**src/rtl/port_alloc_pipe_pkg.sv**
```systemverilog
// Shared defaults, pick encoding and the highest-bit priority encoder for the
// deflection-router port allocator.
package port_alloc_pipe_pkg;

  localparam int DEF_NUM_PORT   = 5;
  localparam int DEF_NUM_FLIT   = 4;
  localparam int DEF_CNT_W      = 16;
  localparam int DEF_PORT_VEC_W = DEF_NUM_FLIT * DEF_NUM_PORT;

  localparam int MAX_PORT   = 32;
  localparam int PORT_IDX_W = 5;

  typedef enum logic [1:0] {
    PICK_IDLE,
    PICK_PROD,
    PICK_DEFL,
    PICK_NONE
  } pick_e;

  function automatic logic [PORT_IDX_W-1:0] hi_bit_idx(input logic [MAX_PORT-1:0] v);
    logic [PORT_IDX_W-1:0] idx;
    idx = '0;
    for (int i = 0; i < MAX_PORT; i++) begin
      if (v[i]) idx = PORT_IDX_W'(i);
    end
    return idx;
  endfunction

endpackage

```
**src/rtl/port_alloc_pipe_if.sv**
```systemverilog
// Batch request / grant bundle between the router core and the port allocator.
interface port_alloc_pipe_if
  import port_alloc_pipe_pkg::*;
#(
  parameter int NUM_PORT = DEF_NUM_PORT,
  parameter int NUM_FLIT = DEF_NUM_FLIT,
  parameter int CNT_W    = DEF_CNT_W
);

  logic                         in_valid;
  logic [NUM_FLIT-1:0]          in_flit_vld;
  logic [NUM_FLIT*NUM_PORT-1:0] in_req;
  logic [NUM_PORT-1:0]          in_avail;
  logic                         cnt_clr;
  logic                         out_valid;
  logic [NUM_FLIT*NUM_PORT-1:0] out_alloc;
  logic [NUM_FLIT-1:0]          out_deflect;
  logic [NUM_FLIT-1:0]          out_nogrant;
  logic [CNT_W-1:0]             deflect_cnt;

  modport master (
    output in_valid, in_flit_vld, in_req, in_avail, cnt_clr,
    input  out_valid, out_alloc, out_deflect, out_nogrant, deflect_cnt
  );

  modport slave (
    input  in_valid, in_flit_vld, in_req, in_avail, cnt_clr,
    output out_valid, out_alloc, out_deflect, out_nogrant, deflect_cnt
  );

endinterface

```
**src/rtl/port_alloc_pipe_stage.sv**
```systemverilog
// One allocation stage: grants flit IDX a productive or round-robin deflection
// port and registers the whole batch state for the next stage.
module port_alloc_stage
  import port_alloc_pipe_pkg::*;
#(
  parameter int NUM_PORT = DEF_NUM_PORT,
  parameter int NUM_FLIT = DEF_NUM_FLIT,
  parameter int IDX      = 0
) (
  input  logic                         clk,
  input  logic                         reset,
  input  logic                         cur_vld,
  input  logic [NUM_FLIT-1:0]          cur_fvld,
  input  logic [NUM_FLIT*NUM_PORT-1:0] cur_req,
  input  logic [NUM_PORT-1:0]          cur_avail,
  input  logic [NUM_FLIT*NUM_PORT-1:0] cur_alloc,
  input  logic [NUM_FLIT-1:0]          cur_deflect,
  input  logic [NUM_FLIT-1:0]          cur_nogrant,
  output logic                         nxt_vld,
  output logic [NUM_FLIT-1:0]          nxt_fvld,
  output logic [NUM_FLIT*NUM_PORT-1:0] nxt_req,
  output logic [NUM_PORT-1:0]          nxt_avail,
  output logic [NUM_FLIT*NUM_PORT-1:0] nxt_alloc,
  output logic [NUM_FLIT-1:0]          nxt_deflect,
  output logic [NUM_FLIT-1:0]          nxt_nogrant
);

  localparam int PTR_W = (NUM_PORT > 1) ? $clog2(NUM_PORT) : 1;

  logic [PTR_W-1:0]             ptr;
  logic [PTR_W-1:0]             rr_idx;
  logic [PTR_W-1:0]             ptr_next;
  logic [NUM_PORT-1:0]          my_req;
  logic [NUM_PORT-1:0]          prod;
  logic [NUM_PORT-1:0]          hi_pick;
  logic [NUM_PORT-1:0]          rr_pick;
  logic [NUM_PORT-1:0]          grant;
  logic [NUM_FLIT*NUM_PORT-1:0] alloc_upd;
  logic [NUM_FLIT-1:0]          deflect_upd;
  logic [NUM_FLIT-1:0]          nogrant_upd;
  pick_e                        pick;

  assign my_req  = cur_req[IDX*NUM_PORT +: NUM_PORT];
  assign prod    = my_req & cur_avail;
  assign hi_pick = NUM_PORT'(1) << hi_bit_idx(MAX_PORT'(prod));

  // Scan upward from ptr with wrap; the first free port wins.
  always_comb begin : rr_scan
    int   p;
    logic found;
    found  = 1'b0;
    rr_idx = ptr;
    p      = 0;
    for (int j = 0; j < NUM_PORT; j++) begin
      p = int'(ptr) + j;
      if (p >= NUM_PORT) p = p - NUM_PORT;
      if (!found && cur_avail[p]) begin
        found  = 1'b1;
        rr_idx = PTR_W'(p);
      end
    end
  end

  assign rr_pick  = NUM_PORT'(1) << rr_idx;
  assign ptr_next = (rr_idx == PTR_W'(NUM_PORT-1)) ? '0 : rr_idx + 1'b1;

  always_comb begin
    pick  = PICK_IDLE;
    grant = '0;
    if (cur_vld && cur_fvld[IDX]) begin
      if (|prod) begin
        pick  = PICK_PROD;
        grant = hi_pick;
      end else if (|cur_avail) begin
        pick  = PICK_DEFL;
        grant = rr_pick;
      end else begin
        pick  = PICK_NONE;
      end
    end
  end

  always_comb begin
    alloc_upd                                = cur_alloc;
    alloc_upd[IDX*NUM_PORT +: NUM_PORT]      = grant;
    deflect_upd                              = cur_deflect;
    deflect_upd[IDX]                         = (pick == PICK_DEFL);
    nogrant_upd                              = cur_nogrant;
    nogrant_upd[IDX]                         = (pick == PICK_NONE);
  end

  // Stage boundary: batch state handed to stage IDX+1.
  always_ff @(posedge clk or negedge reset) begin
    if (!reset) begin
      ptr         <= '0;
      nxt_vld     <= 1'b0;
      nxt_fvld    <= '0;
      nxt_req     <= '0;
      nxt_avail   <= '0;
      nxt_alloc   <= '0;
      nxt_deflect <= '0;
      nxt_nogrant <= '0;
    end else begin
      nxt_vld     <= cur_vld;
      nxt_fvld    <= cur_fvld;
      nxt_req     <= cur_req;
      nxt_avail   <= cur_avail & ~grant;
      nxt_alloc   <= alloc_upd;
      nxt_deflect <= deflect_upd;
      nxt_nogrant <= nogrant_upd;
      if (pick == PICK_DEFL) ptr <= ptr_next;
    end
  end

endmodule

```
**src/rtl/port_alloc_pipe.sv**
```systemverilog
// Pipelined last-stage port allocator: input register, NUM_FLIT allocation
// stages, and a saturating deflection counter on the registered outputs.
module port_alloc_pipe
  import port_alloc_pipe_pkg::*;
#(
  parameter int NUM_PORT = DEF_NUM_PORT,
  parameter int NUM_FLIT = DEF_NUM_FLIT,
  parameter int CNT_W    = DEF_CNT_W
) (
  input logic              clk,
  input logic              reset,
  port_alloc_pipe_if.slave bus
);

  localparam int SUM_W = CNT_W + $clog2(NUM_FLIT + 1) + 1;

  logic                         vld_p0;
  logic [NUM_FLIT-1:0]          fvld_p0;
  logic [NUM_FLIT*NUM_PORT-1:0] req_p0;
  logic [NUM_PORT-1:0]          avail_p0;

  logic                         c_vld     [NUM_FLIT+1];
  logic [NUM_FLIT-1:0]          c_fvld    [NUM_FLIT+1];
  logic [NUM_FLIT*NUM_PORT-1:0] c_req     [NUM_FLIT+1];
  logic [NUM_PORT-1:0]          c_avail   [NUM_FLIT+1];
  logic [NUM_FLIT*NUM_PORT-1:0] c_alloc   [NUM_FLIT+1];
  logic [NUM_FLIT-1:0]          c_deflect [NUM_FLIT+1];
  logic [NUM_FLIT-1:0]          c_nogrant [NUM_FLIT+1];

  logic [CNT_W-1:0]             cnt;

  function automatic int unsigned popcount(input logic [NUM_FLIT-1:0] v);
    int unsigned n;
    n = 0;
    for (int i = 0; i < NUM_FLIT; i++) n = n + int'(v[i]);
    return n;
  endfunction

  function automatic logic [CNT_W-1:0] sat_add(input logic [CNT_W-1:0] a, input int unsigned b);
    logic [SUM_W-1:0] sum;
    sum = SUM_W'(a) + SUM_W'(b);
    if (sum > SUM_W'({CNT_W{1'b1}})) return {CNT_W{1'b1}};
    return sum[CNT_W-1:0];
  endfunction

  // Input boundary: batch sampled into p0; only the valid needs a reset.
  always_ff @(posedge clk or negedge reset) begin
    if (!reset) vld_p0 <= 1'b0;
    else        vld_p0 <= bus.in_valid;
  end

  always_ff @(posedge clk) begin
    fvld_p0  <= bus.in_flit_vld;
    req_p0   <= bus.in_req;
    avail_p0 <= bus.in_avail;
  end

  assign c_vld[0]     = vld_p0;
  assign c_fvld[0]    = fvld_p0;
  assign c_req[0]     = req_p0;
  assign c_avail[0]   = avail_p0;
  assign c_alloc[0]   = '0;
  assign c_deflect[0] = '0;
  assign c_nogrant[0] = '0;

  for (genvar k = 0; k < NUM_FLIT; k++) begin : g_stage
    port_alloc_stage #(
      .NUM_PORT (NUM_PORT),
      .NUM_FLIT (NUM_FLIT),
      .IDX      (k)
    ) u_stage (
      .clk         (clk),
      .reset       (reset),
      .cur_vld     (c_vld[k]),
      .cur_fvld    (c_fvld[k]),
      .cur_req     (c_req[k]),
      .cur_avail   (c_avail[k]),
      .cur_alloc   (c_alloc[k]),
      .cur_deflect (c_deflect[k]),
      .cur_nogrant (c_nogrant[k]),
      .nxt_vld     (c_vld[k+1]),
      .nxt_fvld    (c_fvld[k+1]),
      .nxt_req     (c_req[k+1]),
      .nxt_avail   (c_avail[k+1]),
      .nxt_alloc   (c_alloc[k+1]),
      .nxt_deflect (c_deflect[k+1]),
      .nxt_nogrant (c_nogrant[k+1])
    );
  end

  assign bus.out_valid   = c_vld[NUM_FLIT];
  assign bus.out_alloc   = c_alloc[NUM_FLIT];
  assign bus.out_deflect = c_deflect[NUM_FLIT];
  assign bus.out_nogrant = c_nogrant[NUM_FLIT];
  assign bus.deflect_cnt = cnt;

  // Counts the batch currently on the outputs; clear wins over the increment.
  always_ff @(posedge clk or negedge reset) begin
    if (!reset)                cnt <= '0;
    else if (bus.cnt_clr)      cnt <= '0;
    else if (bus.out_valid)    cnt <= sat_add(cnt, popcount(bus.out_deflect));
  end

endmodule

```
**src/flat_wrapper.sv**
```systemverilog
// flat-port wrapper written by rule: the top's interface ports become plain ports
module port_alloc_pipe_flat import port_alloc_pipe_pkg::*;
#(
  parameter int NUM_PORT = DEF_NUM_PORT,
  parameter int NUM_FLIT = DEF_NUM_FLIT,
  parameter int CNT_W    = DEF_CNT_W
)
  (clk, reset, bus_in_valid, bus_in_flit_vld, bus_in_req, bus_in_avail, bus_cnt_clr, bus_out_valid, bus_out_alloc, bus_out_deflect, bus_out_nogrant, bus_deflect_cnt);
  port_alloc_pipe_if #(.NUM_PORT(NUM_PORT), .NUM_FLIT(NUM_FLIT), .CNT_W(CNT_W)) bus_i ();
  input logic clk;
  input logic reset;
  input wire logic [$bits(bus_i.in_valid)-1:0] bus_in_valid;
  input wire logic [$bits(bus_i.in_flit_vld)-1:0] bus_in_flit_vld;
  input wire logic [$bits(bus_i.in_req)-1:0] bus_in_req;
  input wire logic [$bits(bus_i.in_avail)-1:0] bus_in_avail;
  input wire logic [$bits(bus_i.cnt_clr)-1:0] bus_cnt_clr;
  output wire logic [$bits(bus_i.out_valid)-1:0] bus_out_valid;
  output wire logic [$bits(bus_i.out_alloc)-1:0] bus_out_alloc;
  output wire logic [$bits(bus_i.out_deflect)-1:0] bus_out_deflect;
  output wire logic [$bits(bus_i.out_nogrant)-1:0] bus_out_nogrant;
  output wire logic [$bits(bus_i.deflect_cnt)-1:0] bus_deflect_cnt;
  assign bus_i.in_valid = bus_in_valid;
  assign bus_i.in_flit_vld = bus_in_flit_vld;
  assign bus_i.in_req = bus_in_req;
  assign bus_i.in_avail = bus_in_avail;
  assign bus_i.cnt_clr = bus_cnt_clr;
  assign bus_out_valid = bus_i.out_valid;
  assign bus_out_alloc = bus_i.out_alloc;
  assign bus_out_deflect = bus_i.out_deflect;
  assign bus_out_nogrant = bus_i.out_nogrant;
  assign bus_deflect_cnt = bus_i.deflect_cnt;
  port_alloc_pipe #(.NUM_PORT(NUM_PORT), .NUM_FLIT(NUM_FLIT), .CNT_W(CNT_W)) u_core (.clk(clk), .reset(reset), .bus(bus_i));
endmodule
```
**config.mk**
```make
export PLATFORM = sky130hd
export DESIGN_NAME = port_alloc_pipe_flat
export DESIGN_NICKNAME = d
export VERILOG_FILES = /design/src/rtl/port_alloc_pipe_pkg.sv /design/src/rtl/port_alloc_pipe_if.sv /design/src/rtl/port_alloc_pipe_stage.sv /design/src/rtl/port_alloc_pipe.sv /design/src/flat_wrapper.sv
export SDC_FILE = /design/constraint.sdc
export NUM_CORES = 1
export LEC_CHECK = 0
export BUFFER_PORTS_ARGS = -buffer_cell sky130_fd_sc_hd__buf_2
export CORE_MARGIN = 2
export CORE_UTILIZATION = 45
export DETAILED_ROUTE_END_ITERATION = 10
export SLEW_MARGIN = 20
export SYNTH_ARGS = -nofsm -noshare
export SYNTH_HDL_FRONTEND = slang
export SYNTH_SLANG_ARGS = --single-unit
```
**constraint.sdc**
```tcl
create_clock -name clk -period 6.07 [get_ports clk]
set_input_delay 0 -clock clk [delete_from_list [all_inputs] [get_ports clk]]
set_output_delay 0 -clock clk [all_outputs]
set_load 0.03 [all_outputs]
```
==> results.md <==
- Maxcap violations: 0
- H-tree levels: 4
- Final Hold Fails: 0
- Final Cell Area: between 10000 and 15000 um2
- Synth top cells by count: dfrtp_1, nand2_1, nor2_1, ha_1, a21oi_1
- Nets@finish: 1336
- Ports: 78
- Root Buffer: clkbuf_16
- Fin crit share: 0.7900
- Vias per cell: between 5 and 6
- Register area share after synthesis: 0.3924
- Leading area contributor after synthesis: dfrtp_1
- Clock skew: 0.01170 ns
- Ys flop type: dfrtp_1
- Met2 Use GR: 0.3282
- Path type of the worst min-delay path: input pin to asynchronous set/reset pin
- GP Congestion: between 0.9 and 1
- Critical Path Start Type: register
- Clk sink count: around 180
- Horiz. Die Dim: 162.5 um
- Cell Area, Synth: 11300 um2
- Share of Yosys cell area claimed by the top area cell type: 0.3410
- Area grow syn2layout: 11.77%
- Longest Clk Path Bufs: 2
- Routed WL: about 27000 um
- Unique cell type count in the Yosys netlist: 90
- Worst-Margin Slew: approximately 1.0 ns
- Largest cells by area after synthesis: dfrtp_1, ha_1, dfxtp_1
- Die area: approximately 26000 um2
- Synth warn: 0
- Data required time at the worst endpoint: between 6 and 7 ns
- Post_cts resized: 0
- Diodes inserted: 0
- Most Crowded Layer GR: met2
- Critical-path maximum fanout: 16
- Worst Path Arrival: approximately 5.2 ns
- Cell count after synthesis: 1188
- Core area: 24460 um2
- DP Area: around 12000 um2
- Remaining antenna violation count: 0
- FILL cells: 2216
- Rel. slew slack: 0.3212
- Detail Placement HPWL: between 15000 and 20000 um
- Status: completed
- DRT Pass-1 Iters: 5
- Drc violations: 0
- # hold bufs at CTS: 32
- Fin. max-slew vios: 0
- Vias in the first global route: 8688
- Post-layout min period: between 4 and 5 ns
- GRT met3 Usage: 0.03591
- Global-route met1 utilization: 0.3062
- Vias: approximately 9200
- CTS Buf Count: 17
- First-pass GRT wire length: roughly 45000 um
- Yosys reg bits: roughly 180
- Initial drt markers: between 700 and 800
- Kind of critical path: register to register
- Final setup violation count: 0
- RSZ-0062 raised after global routing: false
- GRT Residual Overflow: 0
- FMAX: around 210 MHz
- Initial antenna violation count: 0
- Initial core utilization: 0.4620
- Count leader, synth: dfrtp_1
- Post-CTS Setup Inserts: 0
- GRT Overall Usage: 0.2114
- Port Buf Inserts: 77
- CTS tree: built
- Layout cell share with drive strength beyond 1: 0.1347
- Number of synthesized flops with an enable pin: 0
- Average instance area after synthesis: 9.512 um2
- Post-synth net total: 1290
- Wire length per cell: approximately 17 um
- Post-synth ARST share: 0.8415
- Largest net degree at the start of global routing: 81
- R2r setup slk: approximately 1.3 ns
- Total negative slack: 0 ns
- CP endpoint kind: register
- Chip height: 162.5 um
- Worst skew pair latency: between 0.4 and 0.5 ns
- Row cnt: between 50 and 60
- Clock transition at path regs: 0.08 ns
metal layers:
layer / wire length (um) / up-vias
met1: 12940 / 4403
met5: 0 / -
met4: 466 / 0
met2: 12150 / 306
met3: 1535 / 40
li1: - / 4452
worst max-delay path: stages, from the launching register on:
cell,delay [ns]
dfrtp_1,0.69
inv_1,0.29
ha_1,0.69
mux4_2,0.58
nor4b_1,0.36
nor3_1,0.18
or3_1,0.44
or3_4,0.41
o211ai_2,0.11
and2_1,0.27
nor2_1,0.08
ha_1,0.30
nand2_1,0.05
o21ai_0,0.08
a31oi_1,0.17
final timing paths:
path | from | endpoint | cells past startpoint
hold reg to reg | u_core.fvld_p0[2] | u_core.g_stage[0].u_stage.nxt_fvld[2] | 0
hold / removal | reset | u_core.g_stage[0].u_stage.nxt_req[5] | 2
setup / recovery | u_core.g_stage[1].u_stage.ptr[1] | u_core.g_stage[1].u_stage.ptr[2] | 14
min in group clk | bus_in_avail[1] | u_core.avail_p0[1] | 2
setup reg to reg | u_core.g_stage[1].u_stage.ptr[1] | u_core.g_stage[1].u_stage.ptr[2] | 14
max in group asynchronous | reset | u_core.g_stage[3].u_stage.nxt_alloc[14] | 3
kinds of logic (layout without fill, tap and decap cells):
kind of cell | after synthesis | count (layout) | share of synthesized area
mux | 66 | 66 | 0.07008
simple gates | 369 | 369 | 0.1708
fa+ha+maj | 69 | 69 | 0.07772
flops | 183 | 183 | 0.3924
buf+inv | 149 | 208 | 0.06134
xor+xnor | 21 | 21 | 0.01694
compound gates | 331 | 331 | 0.2107
stage by stage:
stage	hold slack, ns	instances	worst slack, ns	utilization
6_report	0.1742	1571	1.275	0.5163
5_1_grt	0.1740	1571	0.9874	0.5163
4_1_cts	0.1778	1571	1.329	0.5163
3_5_place_dp	0.1036	1507	1.354	0.4777
3_3_place_gp	0.1024	1507	1.461	0.4777
2_1_floorplan	-0.2956	1188	1.679	-
final cells by class:
| type | instances | area (um2) | area share |
|---|---|---|---|
| Clock inverter | 15 | 198.9 | 0.01575 |
| Multi-Input combinational cell | 856 | 6173 | 0.4888 |
| Tap cell | 324 | 405.4 | 0.03210 |
| Timing Repair Buffer | 117 | 772.0 | 0.06112 |
| Inverter | 59 | 221.5 | 0.01753 |
| Clock buffer | 17 | 425.4 | 0.03368 |
| Sequential cell | 183 | 4434 | 0.3511 |
flip-flops by register name, summed over array words and instances (netlist names), 5 cells and up:
signal                              cells
u_core.g_stage.u_stage.nxt_fvld         6
u_core.g_stage.u_stage.nxt_alloc       50
u_core.g_stage.u_stage.nxt_deflect     10
u_core.bus.deflect_cnt                 16
u_core.g_stage.u_stage.nxt_avail       15
u_core.avail_p0                         5
u_core.g_stage.u_stage.nxt_nogrant     10
u_core.g_stage.u_stage.ptr             12
u_core.g_stage.u_stage.nxt_req         30
u_core.req_p0                          20
cells in the final DEF, fill, tap and decap left out, types with 15 or more instances in the layout:
master	netlist	routed
a211oi_1	27	27
a21o_1	15	15
a21oi_1	58	58
a31oi_1	19	19
and2_1	17	17
buf_2	14	76
clkbuf_16	0	17
dfrtp_1	154	154
dfxtp_1	29	29
dlygate4sd3_1	0	32
ha_1	67	67
inv_1	57	57
mux2_2	15	15
mux2i_1	42	42
nand2_1	97	97
nand2b_1	18	18
nand3_1	23	23
nor2_1	70	70
nor2b_1	18	18
nor3_1	34	34
o211ai_1	17	17
o21ai_0	45	45
o22ai_1	15	15
Power is not shown: default switching activity piles up to over one toggle a cycle in this logic, so the estimate is an artifact.
